File: src/rtl/store_buffer_ctrl.sv
// rtl/store_buffer_ctrl.sv - store buffer: lane-aligned FIFO of pending stores drained to data memory
// Loads hitting a buffered word stall until the matching store has drained.

module store_buffer_ctrl #(
   parameter int DEPTH = 4
) (
   input  logic                       clk,
   input  logic                       reset,
   input  logic                       st_valid,
   output logic                       st_ready,
   input  logic [31:0]                st_addr,
   input  logic [31:0]                st_data,
   input  logic [2:0]                 st_funct3,
   input  logic                       ld_valid,
   input  logic [31:0]                ld_addr,
   output logic                       ld_stall,
   output logic                       mem_req,
   output logic [31:0]                mem_addr,
   output logic [31:0]                mem_wdata,
   output logic [3:0]                 mem_be,
   input  logic                       mem_ack,
   output logic                       store_err,
   output logic [$clog2(DEPTH):0]     count
);

   localparam int PW = $clog2(DEPTH);
   localparam int CW = PW + 1;

   typedef enum logic {IDLE, REQ} state_t;

   state_t            state, state_next;
   logic [PW-1:0]     wr_ptr, rd_ptr;
   logic [DEPTH-1:0]  valid;
   logic [29:0]       e_addr  [DEPTH];
   logic [31:0]       e_wdata [DEPTH];
   logic [3:0]        e_be    [DEPTH];

   logic              legal, push, pop, hit;
   logic [3:0]        be_in;
   logic [31:0]       wdata_in;
   logic              unused_ok;

   assign unused_ok = &{1'b0, ld_addr[1:0]};

   assign st_ready = (count < CW'(DEPTH));

   always_comb begin
      legal    = 1'b0;
      be_in    = 4'b0000;
      wdata_in = 32'h0;
      case (st_funct3)
         3'b000: begin
            legal    = 1'b1;
            be_in    = 4'b0001 << st_addr[1:0];
            wdata_in = {24'h0, st_data[7:0]} << {st_addr[1:0], 3'b000};
         end
         3'b001: begin
            legal    = ~st_addr[0];
            be_in    = st_addr[1] ? 4'b1100 : 4'b0011;
            wdata_in = st_addr[1] ? {st_data[15:0], 16'h0} : {16'h0, st_data[15:0]};
         end
         3'b010: begin
            legal    = (st_addr[1:0] == 2'b00);
            be_in    = 4'b1111;
            wdata_in = st_data;
         end
         default: ;
      endcase
   end

   assign push = st_valid && st_ready && legal;
   assign pop  = (state == REQ) && mem_ack;

   always_comb begin
      state_next = state;
      case (state)
         IDLE: if (count != '0 || push) state_next = REQ;
         REQ:  if (pop && !push && count == CW'(1)) state_next = IDLE;
         default: state_next = IDLE;
      endcase
   end

   always_ff @(posedge clk or posedge reset) begin
      if (reset) begin
         state     <= IDLE;
         wr_ptr    <= '0;
         rd_ptr    <= '0;
         count     <= '0;
         valid     <= '0;
         store_err <= 1'b0;
      end else begin
         state     <= state_next;
         store_err <= st_valid && st_ready && !legal;
         if (push) begin
            wr_ptr        <= wr_ptr + 1'b1;
            valid[wr_ptr] <= 1'b1;
         end
         if (pop) begin
            rd_ptr        <= rd_ptr + 1'b1;
            valid[rd_ptr] <= 1'b0;
         end
         if (push && !pop)      count <= count + 1'b1;
         else if (pop && !push) count <= count - 1'b1;
      end
   end

   // Payload storage carries no reset; the valid bits qualify it.
   always_ff @(posedge clk) begin
      if (push) begin
         e_addr[wr_ptr]  <= st_addr[31:2];
         e_wdata[wr_ptr] <= wdata_in;
         e_be[wr_ptr]    <= be_in;
      end
   end

   assign mem_req   = (state == REQ);
   assign mem_addr  = mem_req ? {e_addr[rd_ptr], 2'b00} : 32'h0;
   assign mem_wdata = mem_req ? e_wdata[rd_ptr] : 32'h0;
   assign mem_be    = mem_req ? e_be[rd_ptr] : 4'b0000;

   always_comb begin
      hit = push && (st_addr[31:2] == ld_addr[31:2]);
      for (int i = 0; i < DEPTH; i++) begin
         if (valid[i] && e_addr[i] == ld_addr[31:2]) hit = 1'b1;
      end
   end

   assign ld_stall = !reset && ld_valid && hit;

endmodule

File: config.mk
export PLATFORM = sky130hd
export DESIGN_NAME = store_buffer_ctrl
export DESIGN_NICKNAME = d
export VERILOG_FILES = /design/src/rtl/store_buffer_ctrl.sv
export SDC_FILE = /design/constraint.sdc
export NUM_CORES = 1
export LEC_CHECK = 0
export ABC_AREA = 1
export BUFFER_PORTS_ARGS = -buffer_cell sky130_fd_sc_hd__buf_2
export CORE_MARGIN = 4
export CORE_UTILIZATION = 63
export DETAILED_ROUTE_END_ITERATION = 12
export PLACE_DENSITY = 0.85
export SYNTH_ARGS = -nofsm -noshare
export SYNTH_HDL_FRONTEND = slang
export SYNTH_SLANG_ARGS = --single-unit
File: constraint.sdc
create_clock -name clk -period 7.6 [get_ports clk]
set_input_delay 1.52 -clock clk [delete_from_list [all_inputs] [get_ports clk]]
set_output_delay 1.52 -clock clk [all_outputs]
set_load 0.01 [all_outputs]
==> results by group <==
Detailed routing
  • Met1 wire length: around 14000 microns
  • Met2 routed WL: 18400 microns
  • Via count: 11400
  • Initial DRC Count: 1341
  • Via/cell ratio: slightly below 6
  • DRC: 0
  • Final Routed Wirelength: 38700 microns
  • First-pass detailed-route iteration total: 6
  • Uppermost layer routed: met5
  • Met3 WL: roughly 4600 microns
  • WL per Instance: roughly 20 microns
  • Post-route ant nets: 0

STA
  • Min Tclk post-route: 5.17 ns
  • Fin Clk Skew: 0.00872 ns
  • Setup Total Neg Slack: 0 ns
  • Slew @ Worst Pin: 1.10 ns
  • Fin crit share: 68.0%
  • Fmax: approximately 190 MHz
  • Count of final hold-check violations: 0
  • RSZ-0062 raised after global routing: false
  • Final setup violation count: 0
  • WHS: 0.526 ns
  • Worst slew margin: 26.7%
  • Final Max Slew Viols: 0

Setup path
  • Reg2reg end: rd_ptr[1]
  • Reg2Reg Depth: 5
  • Crit path arrival time: 3.65 ns
  • CP endpoint kind: output pin
  • Required time of the critical path: around 6.1 ns
  • R2R setup slack: 4.59 ns
  • CP startpoint kind: flip-flop
  • Critical Path Fanout Max: 79
  • Crit Path Class: flip-flop to output pin
  • RR Startpoint: rd_ptr[0]

Clock network
  • Worst-path clk slew: 0.06 ns
  • Setup repair bufs after CTS: 0
  • Number of CTS-inserted buffers: 29
  • Clock sinks: 277
  • Hold_buf cts: 0
  • H-tree depth: 1
  • Clk Latency, worst-skew pair: 0.56 ns
  • Clock root buffer: clkbuf_16
  • CTS resizes: 0
  • CTS tree: built
  • Deepest clock path buffer count: 3

Power and ir drop
  • Pleak: 6.49 nW
  • PwrDens: between 300 and 400 nW/um^2
  • Peak supply drop: about 260 uV

Floorplan
  • # rows: 53
  • DIE WIDTH: between 150 and 200 microns
  • Num ports: 179
  • Initial core utilization: 64.5%
  • Core box area: 21200 sq um
  • Chip height: 155 microns
  • Die ar.: roughly 24000 sq um

Finish
  • Commonest non-fill, non-tap cell in the layout: nand2_1
  • Final #Nets: around 1800
  • Fraction of layout cells with a size suffix above 1: 14.9%
  • Area growth syn-to-layout: 14.4%
  • Commonest cells after routing, fill and taps aside: 309 x nand2_1, 264 x edfxtp_1, 258 x nor2_1

Outcome
  • Outcome: completed

GRT
  • Total track usage: between 30% and 40%
  • First-pass GRT wire length: 58600 microns
  • Largest net degree at the start of global routing: 98
  • Initial antenna violation count: 3
  • Vias in the first global route: 10700
  • Congestion Overflow GR: 0

Place
  • GPL Wtd Cong: about 1
  • Final HPWL DP: 25600 microns
  • PortBufs: 174

Synthesis
  • Synth Area per Inst: 9.23 sq um
  • YS warnings: 0
  • Post-synthesis instance total: 1484
  • Seq/Total Area, Yosys: 60.3%
  • Mapped Area: 13700 sq um
  • Netlist cell types: 32
  • Register bit total from synthesis: between 200 and 300

Worst hold path
  • Worst hold stages: 1
  • Min-Delay Startpoint: count[2]
  • Min-Delay Endpoint: store_err
  • Hold crit path type: flip-flop to flip-flop

Run
  • Max-Cap Viols: 0
## where the power goes
group          total, mW  internal (mW)  leakage, nW  switching (mW)
Clock               1.33          0.737        0.444           0.592
Sequential          1.84           1.76         2.57          0.0824
Combinational       1.75          0.581         3.48            1.17
Total               4.92           3.07         6.49            1.85
## synthesized netlist by cell type (all sizes together)
library cell    n  area share, %
o22ai           8           0.37
nand4           2          0.091
dfrtp          13            2.4
or2             6           0.27
nand2         310            8.5
nor2          262            7.2
buf            23           0.79
xnor2          27            1.7
nand3          17           0.66
a22oi           1          0.055
conb            1          0.027
o211ai          6           0.33
nor3            4           0.23
o31ai           1          0.055
a2bb2oi         4           0.26
clkbuf         39            1.1
xor2           15           0.96
o221ai          7           0.45
o21ai         184            6.7
a21oi         119            4.4
inv           157            4.3
ha             14            1.3
edfxtp        264             58
## per-stage QoR
step	setup WS (ns)	area, sq um	utilization [%]	power (mW)	instances
after floorplan	2.16	13700	-	2.92	1485
after global placement	2.60	14800	69.6	3.54	1881
after detailed placement	2.54	14800	69.6	3.59	1881
after CTS	2.47	15700	73.8	4.90	1935
after global routing	2.12	15700	73.8	5.17	1937
final	2.43	15700	73.8	4.92	1938
## flip-flops by register name, indices dropped and copies added (netlist names)
register / flops
store_err: 1
valid: 4
e_wdata: 128
wr_ptr: 2
mem_req: 1
e_addr: 120
e_be: 16
count: 3
rd_ptr: 2
## layout make-up
cell class / instances / area (sq um)
repair buffers: 183 / 938
inverters: 157 / 592
diodes: 3 / 7.51
clock buffers: 31 / 733
clock inverters: 23 / 161
flip-flops and latches: 277 / 8260
multi-input cells: 989 / 4630
well taps: 275 / 344
fillers: 1448 / 5560
## layer usage
metal	track usage, %	vias to the layer above
met5	0	-
met4	14.1	2
met3	4.76	129
met2	51.0	793
met1	41.9	5219
li1	-	5238
## logic make-up after synthesis
| kind of cell | count (synthesis) | share of synthesized area (%) |
|---|---|---|
| other | 1 | 0.0274 |
| buffers and inverters | 219 | 6.19 |
| adder cells (fa/ha/maj) | 14 | 1.28 |
| XOR/XNOR | 42 | 2.69 |
| AND/OR/NAND/NOR | 601 | 16.9 |
| flip-flops | 277 | 60.3 |
| AO/OA/AOI/OAI | 330 | 12.6 |
## critical path, stage by stage (launching register included)
cell,delay (ns)
dfrtp_4,0.76
clkinv_2,0.94
buf_4,0.63
a21oi_1,0.18
o21ai_0,0.11
a21oi_1,0.26
buf_2,0.20
## worst max path at each step
stage	start	endpoint	slack [ns]	cells past startpoint
floorplan	st_funct3[0]	e_addr[0][0]	2.16	5
global placement	st_funct3[0]	ld_stall	2.60	11
detailed placement	st_funct3[0]	ld_stall	2.54	11
CTS	rd_ptr[0]	mem_addr[22]	2.47	6
global route	rd_ptr[0]	mem_addr[22]	2.12	6
finish	rd_ptr[0]	mem_addr[22]	2.43	6
Power figures use the tool's default switching activity.
